--- config.mk ---
export PLATFORM = sky130hd
export DESIGN_NAME = work_deserializer_flat
export DESIGN_NICKNAME = d
export VERILOG_FILES = /design/src/rtl/work_deserializer_if.sv /design/src/rtl/work_deserializer.sv /design/src/flat_wrapper.sv
export SDC_FILE = /design/constraint.sdc
export NUM_CORES = 1
export LEC_CHECK = 0
export BUFFER_PORTS_ARGS = -buffer_cell sky130_fd_sc_hd__buf_2
export CAP_MARGIN = 20
export CORE_UTILIZATION = 61
export DETAILED_ROUTE_END_ITERATION = 10
export PLACE_DENSITY = 0.87
export REMOVE_ABC_BUFFERS = 1
export SKIP_LAST_GASP = 1
export SLEW_MARGIN = 20
export SYNTH_ARGS = -nofsm -noshare
export SYNTH_HDL_FRONTEND = slang
export SYNTH_SLANG_ARGS = --single-unit
--- constraint.sdc ---
create_clock -name hash_clk -period 3.24 [get_ports hash_clk]
set_input_delay 0.162 -clock hash_clk [delete_from_list [all_inputs] [get_ports hash_clk]]
set_output_delay 0.162 -clock hash_clk [all_outputs]
set_load 0.02 [all_outputs]
--- src/rtl/work_deserializer_if.sv ---
// ---------------------------------------------------------------------------
// work_deserializer_if
// Bundles the serial work-loader signals and the published work word of the
// work deserializer.
//   load        : single-cycle frame-start strobe (loader -> deserializer)
//   din         : serial work bit, meaningful when shift=1
//   shift       : bit-valid qualifier for din
//   midstate    : last completed midstate field
//   nonce_init  : last completed initial-nonce field
//   data        : last completed header-tail data field
//   work_valid  : one-cycle pulse, a new frame has just been published
//   busy        : high while a frame is being received
//   overrun     : sticky flag, a bit arrived while no frame was open
// The master modport belongs to the work loader; slave to the deserializer.
// ---------------------------------------------------------------------------
interface work_deserializer_if #(
    parameter int MIDSTATE_W = 256,
    parameter int NONCE_W    = 32,
    parameter int DATA_W     = 96
);
    logic                  load;
    logic                  din;
    logic                  shift;
    logic [MIDSTATE_W-1:0] midstate;
    logic [NONCE_W-1:0]    nonce_init;
    logic [DATA_W-1:0]     data;
    logic                  work_valid;
    logic                  busy;
    logic                  overrun;

    modport master (
        output load, din, shift,
        input  midstate, nonce_init, data, work_valid, busy, overrun
    );

    modport slave (
        input  load, din, shift,
        output midstate, nonce_init, data, work_valid, busy, overrun
    );
endinterface

--- src/rtl/work_deserializer.sv ---
// ---------------------------------------------------------------------------
// work_deserializer
// Collects a serial work frame (midstate, initial nonce, header-tail data,
// all MSB-first) into a shadow register and publishes it atomically to the
// output fields, so the hashing core never sees a half-written work word.
// Ports:
//   hash_clk : sole clock, rising edge
//   reset    : synchronous, active-high
//   wif      : work_deserializer_if.slave (load/din/shift in,
//              midstate/nonce_init/data/work_valid/busy/overrun out)
// ---------------------------------------------------------------------------
module work_deserializer #(
    parameter int MIDSTATE_W = 256,
    parameter int NONCE_W    = 32,
    parameter int DATA_W     = 96
) (
    input logic                hash_clk,
    input logic                reset,
    work_deserializer_if.slave wif
);

    localparam int F     = MIDSTATE_W + NONCE_W + DATA_W;
    localparam int CNT_W = $clog2(F + 1);

    typedef enum logic {
        IDLE = 1'b0,
        RECV = 1'b1
    } state_t;

    state_t                state_q, state_d;
    logic [CNT_W-1:0]      cnt_q, cnt_d;
    logic [F-1:0]          shadow_q, shadow_d;
    logic                  pend_q, pend_d;
    logic                  overrun_q, overrun_d;
    logic                  valid_q, valid_d;
    logic [MIDSTATE_W-1:0] midstate_q, midstate_d;
    logic [NONCE_W-1:0]    nonce_q, nonce_d;
    logic [DATA_W-1:0]     data_q, data_d;

    // State, counter, shadow and published-field registers.
    always_ff @(posedge hash_clk) begin
        if (reset) begin
            state_q    <= IDLE;
            cnt_q      <= '0;
            shadow_q   <= '0;
            pend_q     <= 1'b0;
            overrun_q  <= 1'b0;
            valid_q    <= 1'b0;
            midstate_q <= '0;
            nonce_q    <= '0;
            data_q     <= '0;
        end else begin
            state_q    <= state_d;
            cnt_q      <= cnt_d;
            shadow_q   <= shadow_d;
            pend_q     <= pend_d;
            overrun_q  <= overrun_d;
            valid_q    <= valid_d;
            midstate_q <= midstate_d;
            nonce_q    <= nonce_d;
            data_q     <= data_d;
        end
    end

    // Next-state logic. The publish copy is driven only by pend_q and reads
    // the shadow before any new bit can land in it, so a load arriving on the
    // publish cycle still lets the finished frame out intact.
    always_comb begin
        state_d    = state_q;
        cnt_d      = cnt_q;
        shadow_d   = shadow_q;
        pend_d     = 1'b0;
        overrun_d  = overrun_q;
        valid_d    = 1'b0;
        midstate_d = midstate_q;
        nonce_d    = nonce_q;
        data_d     = data_q;

        if (pend_q) begin
            {midstate_d, nonce_d, data_d} = shadow_q;
            valid_d = 1'b1;
        end

        if (wif.load) begin
            // load wins over a same-cycle shift; the partial frame is dropped
            state_d   = RECV;
            cnt_d     = '0;
            overrun_d = 1'b0;
        end else if (wif.shift) begin
            if (state_q == RECV) begin
                shadow_d = {shadow_q[F-2:0], wif.din};
                cnt_d    = cnt_q + CNT_W'(1);
                if (cnt_q == CNT_W'(F - 1)) begin
                    state_d = IDLE;
                    pend_d  = 1'b1;
                end
            end else begin
                overrun_d = 1'b1;
            end
        end
    end

    assign wif.midstate   = midstate_q;
    assign wif.nonce_init = nonce_q;
    assign wif.data       = data_q;
    assign wif.work_valid = valid_q;
    assign wif.busy       = (state_q == RECV);
    assign wif.overrun    = overrun_q;

endmodule

--- src/flat_wrapper.sv ---
// flat-port wrapper written by rule: the top's interface ports become plain ports
module work_deserializer_flat 
#(
    parameter int MIDSTATE_W = 256,
    parameter int NONCE_W    = 32,
    parameter int DATA_W     = 96
)
  (hash_clk, reset, wif_load, wif_din, wif_shift, wif_midstate, wif_nonce_init, wif_data, wif_work_valid, wif_busy, wif_overrun);
  work_deserializer_if #(.MIDSTATE_W(MIDSTATE_W), .NONCE_W(NONCE_W), .DATA_W(DATA_W)) wif_i ();
  input logic hash_clk;
  input logic reset;
  input wire logic [$bits(wif_i.load)-1:0] wif_load;
  input wire logic [$bits(wif_i.din)-1:0] wif_din;
  input wire logic [$bits(wif_i.shift)-1:0] wif_shift;
  output wire logic [$bits(wif_i.midstate)-1:0] wif_midstate;
  output wire logic [$bits(wif_i.nonce_init)-1:0] wif_nonce_init;
  output wire logic [$bits(wif_i.data)-1:0] wif_data;
  output wire logic [$bits(wif_i.work_valid)-1:0] wif_work_valid;
  output wire logic [$bits(wif_i.busy)-1:0] wif_busy;
  output wire logic [$bits(wif_i.overrun)-1:0] wif_overrun;
  assign wif_i.load = wif_load;
  assign wif_i.din = wif_din;
  assign wif_i.shift = wif_shift;
  assign wif_midstate = wif_i.midstate;
  assign wif_nonce_init = wif_i.nonce_init;
  assign wif_data = wif_i.data;
  assign wif_work_valid = wif_i.work_valid;
  assign wif_busy = wif_i.busy;
  assign wif_overrun = wif_i.overrun;
  work_deserializer #(.MIDSTATE_W(MIDSTATE_W), .NONCE_W(NONCE_W), .DATA_W(DATA_W)) u_core (.hash_clk(hash_clk), .reset(reset), .wif(wif_i));
endmodule
# --- Word level (Yosys, flattened, before mapping) ---
# Index checks and enable logic that the tools add are counted.
totals:
  inputBits: 5
  out_inout_bits: 387
  word_cells: 26
  register_bits: 781
classes:
  reduce_logical: 6
  bitwise: 3
  n_mux: 6
  add_sub_neg: 1
  eq_ne: 1
op_table:
  columns: ["cell", "count"]
  rows:
  - ["adder 9 x 1 -> 9 bit (second input constant)", 1]
  - ["equality test 9 bit (second input constant)", 1]
  - ["2-to-1 mux 1 bit", 6]
  - ["AND reduction 2 bit", 2]
  - ["OR reduction 4 bit", 1]
  - ["inverter 1 bit", 3]
  - ["AND reduction 3 bit", 1]
  - ["nonzero test 2 bit", 1]
  - ["OR reduction 2 bit", 1]

# --- Logic depth before layout (Yosys ltp) ---
logic_depth:
  ltp_word: 5
  depth_mapped: 7

# --- Least setup slack after synthesis ---
# No wires, ideal clock.
synth_path:
  path_kind: "register to register"
  startpoint: "register u_core.state_q (netlist: u_core.wif.busy)"
  endpoint: "register u_core.shadow_q[100]"
  arrival_ns: 1.324
  n_path_buf: 4
  synth_period_minus_slack_ns: 1.394
  path_stages_with_launch: 8
  path_slack_ns: 1.846
  setup_ns: 0.070
  path_cell_list: "dfxtp_1 > buf_4 > and3b_1 > buf_4 > buf_6 > buf_6 > nand2_1 > a21oi_1"
synth_via:
  elab_chain_cells: 1
synth_lines:
  columns: ["element", "line", "text"]
  rows:
  - ["start, declared", "work_deserializer.sv:30", "state_t state_q, state_d;"]
  - ["start signal, assigned", "work_deserializer.sv:53", "state_q <= state_d;"]
  - ["AND reduction 3 bit (no source line)", null, null]
  - ["end signal, assigned", "work_deserializer.sv:55", "shadow_q <= shadow_d;"]
  - ["end, declared", "work_deserializer.sv:32", "logic [F-1:0] shadow_q, shadow_d;"]
# Every way passes these cells.
# A chain may end at the register's enable or synchronous reset.

# --- Final worst setup path ---
layout_path:
  startpoint: "register u_core.state_q (netlist: u_core.wif.busy)"
  endpoint: "register u_core.shadow_q[62]"
# The elaborated chain is that of the path after synthesis.

==> results.py <==
metrics = {
    "synthesis": {
        "yosysTopAreaCellShare": 0.573,
        "yosysWarnings": 0,
        "ys_seq_area_frac": 0.573,
        "netlist_area_um2": 27300,
        "ys_types": 29,
        "synth_seq_cells": 781,
        "synth_top_cell_by_area": "dfxtp_1",
        "avgSynthCellArea_um2": 9.19,
        "synthTopCellsByArea": "dfxtp_1 (57%), mux2i_1 (14%), nand2_1 (11%)",
        "syn_inst": 2970,
    },
    "cts": {
        "numCtsBuffers": 75,
        "clk_pin_slew_ps": 60,
        "cts_root_buf": "clkbuf_16",
        "htree_levels": 3,
        "post_cts_resized": 0,
        "cts_tree": "yes",
        "clockBufferDepth": 3,
        "clk_latency_ps": 600,
        "clock-sinks": 781,
    },
    "status": {
        "outcome": "finished clean",
    },
    "setup_path": {
        "ff2ff_path_depth": 5,
        "cp_max_fo": 79,
        "critPathKind": "flop to flop",
        "reg2reg_to": "u_core.shadow_q[62]",
        "cpLargestDelayFamily": "buffers and inverters",
        "r2r-start": "u_core.wif.busy",
        "critPathRequiredTime_ps": 3750,
        "cp.arrival_ps": 2820,
        "critical_path.cell_chain": "nand3b_4, buf_4, buf_4, nand2_1, a21oi_1",
        "crit_buf_inv": 2,
        "crit_path_max_incr_delay_ps": 760,
        "rrSetupSlack_ps": 930,
        "timing.critical_path.mode_cell": "buf_4",
        "cp-end-kind": "flop",
        "critPathSlowestCell": "buf_4",
        "setup.worst_path.start_class": "flop",
    },
    "layout": {
        "nets": 3259,
        "area_delta_synth_final_pct": 15.9,
        "final_util": 0.717,
        "diodes": 0,
        "drive_gt1_frac": 0.163,
        "layout.cells.non_filler": 3898,
        "fin_area_um2": 31600,
    },
    "detailed_routing": {
        "first_iter_violations": 1748,
        "routedWlPerCell_um": 16.2,
        "drtAntennaViolNets": 0,
        "vias": 21293,
        "wl_um": 63100,
        "dr.pass1.iters": 7,
        "vias_per_cell": 5.46,
        "drc": 0,
    },
    "flow_run": {
        "cap_violations": 0,
    },
    "timing": {
        "postLayoutSetupSlackWorst_ps": 933,
        "final_hold_viol_count": 0,
        "clock_skew_ps": 14.8,
        "fmax_mhz": 434,
        "rsz0062_at_grt": "false",
        "fin_crit_sh": 0.712,
        "maxSlewHeadroom": 0.443,
        "timing.final.crit_period_ps": 2310,
        "tightest_slew_ps": 835,
        "slew_viol_final": 0,
        "setup_viol": 0,
    },
    "grt": {
        "grt-ovfl-total": 0,
        "globalRouteTotalUtil": 0.266,
        "grt_max_degree": 256,
        "antenna_found_initial": 0,
        "grt_pass1_wl_um": 98600,
        "grt_pass1_vias": 20056,
    },
    "placement": {
        "place_worst_setup_slack_ps": 1040,
        "io_buffers": 391,
        "dp_hpwl_um": 38200,
        "dp.cells": 3764,
        "finalWeightedCongestion": 0.815,
        "placed_cell_area_um2": 29200,
    },
    "power": {
        "powerDensity_nw_per_um2": 583,
        "max-vdd-ir-drop_mv": 0.483,
        "power_leakage_uw": 0.0118,
    },
    "worst_hold_path": {
        "holdPathStages": 2,
        "hp-class": "input pin to flop",
        "worstHoldStart": "reset",
        "worstHoldEndpoint": "u_core.wif.midstate[105]",
    },
    "floorplanning": {
        "die_h_um": 214,
        "rows": 77,
        "coreArea_um2": 44100,
        "ios": 392,
        "die-area_um2": 45600,
        "die_w_um": 214,
        "initial_core_util": 0.618,
    },
}
## synthesized netlist by cell type
cell / instances
o21ai_0: 2
or3_1: 3
nand3_1: 6
mux2i_1: 386
a21oi_1: 390
and4b_1: 1
nand3b_2: 1
buf_2: 80
buf_1: 3
and4_1: 1
inv_1: 4
dfxtp_1: 781
or2_2: 1
buf_4: 9
clkbuf_1: 85
buf_6: 40
nor3_1: 1
or4_1: 2
o221a_2: 1
nor2b_1: 1
nand2b_1: 1
nand2_1: 773
o31ai_1: 2
nand4_1: 3
xor2_1: 2
ha_1: 1
nor2_1: 388
and3b_1: 1
and3_1: 1
## worst max path at each step
stage	slack, ps	cells past startpoint	from	endpoint
3_5_place_dp	1040	5	u_core.wif.busy	u_core.shadow_q[259]
2_1_floorplan	-10060	2	u_core.pend_q	u_core.wif.data[0]
6_report	930	5	u_core.wif.busy	u_core.shadow_q[62]
3_3_place_gp	1100	5	u_core.wif.busy	u_core.shadow_q[260]
4_1_cts	940	5	u_core.wif.busy	u_core.shadow_q[62]
5_1_grt	760	5	u_core.wif.busy	u_core.shadow_q[62]
## routing by layer
metal | global-route usage | share of wire | vias up
li1 | - | - | 10254
met1 | 0.323 | 0.40 | 10162
met2 | 0.448 | 0.49 | 709
met3 | 0.0596 | 0.065 | 168
met4 | 0.124 | 0.041 | 0
met5 | 0 | 0 | -
## cells by family (layout without fill, tap and decap cells)
group                      after synthesis  count (layout)  synth area share
AOI/OAI and AO/OA                      395             395            0.0729
xor gates and xnor gates                 2               2          0.000642
adders and majority gates                1               1          0.000458
buffers and inverters                  221             557            0.0463
DFF                                    781             781             0.573
muxes                                  386             386             0.142
and+or+nand+nor                       1184            1184             0.165
## sequential cells by signal, indices dropped and copies added, names as in the netlist
| signal | cells |
|---|---|
| u_core.wif.overrun | 1 |
| u_core.wif.nonce_init | 32 |
| u_core.shadow_q | 384 |
| u_core.pend_q | 1 |
| u_core.wif.midstate | 256 |
| u_core.wif.data | 96 |
| u_core.wif.work_valid | 1 |
| u_core.wif.busy | 1 |
| u_core.cnt_q | 9 |
## metrics by stage
step                      power, uW   TNS, ps  hold slack, ps
after global routing          19000         0            20.2
after CTS                     18600         0            31.8
after detailed placement      10100         0             424
after global placement        10100         0             402
final                         18500         0            16.6
after floorplan                9900  -5473220             231
## report_power, final
part,internal (uW),switching [uW]
clock,4990,3550
combinational,41.7,259
sequential,9600,3.67
total,14600,3820
## worst reg2reg max path: cells and delay by family, from the launching register on
family                 cells  cell delay (ps)
and+or+nand+nor            2              340
DFF                        1              420
buffers and inverters      2             1260
AOI/OAI and AO/OA          1              200
## cell type report
type                    instances  area, um2
clock buffers                 111       2220
clock inverters                19        190
fillers                      3044      12500
inverters                       4       15.0
multi-input cells            1968      10400
flip-flops and latches        781      15600
well taps                     592        741
repair buffers                423       2410
## timing repair
action | CTS | global route
hold buffers | 3 | 0
buffers inserted | 0 | 0
hold endpoints to repair | 7 | 0
## layout by cell type (no fill, tap or decap), drive strengths merged, types with 2 or more instances in the layout
cell,n
clkbuf,111
or4,2
a21oi,390
o21ai,2
o31ai,2
clkinvlp,2
bufinv,3
nand2,773
mux2i,386
dfxtp,781
clkinv,11
nand3,6
or3,3
nand4,3
buf,420
inv,7
nor2,388
xor2,2
dlygate4sd3,3
(Power assumes the default switching activity.)
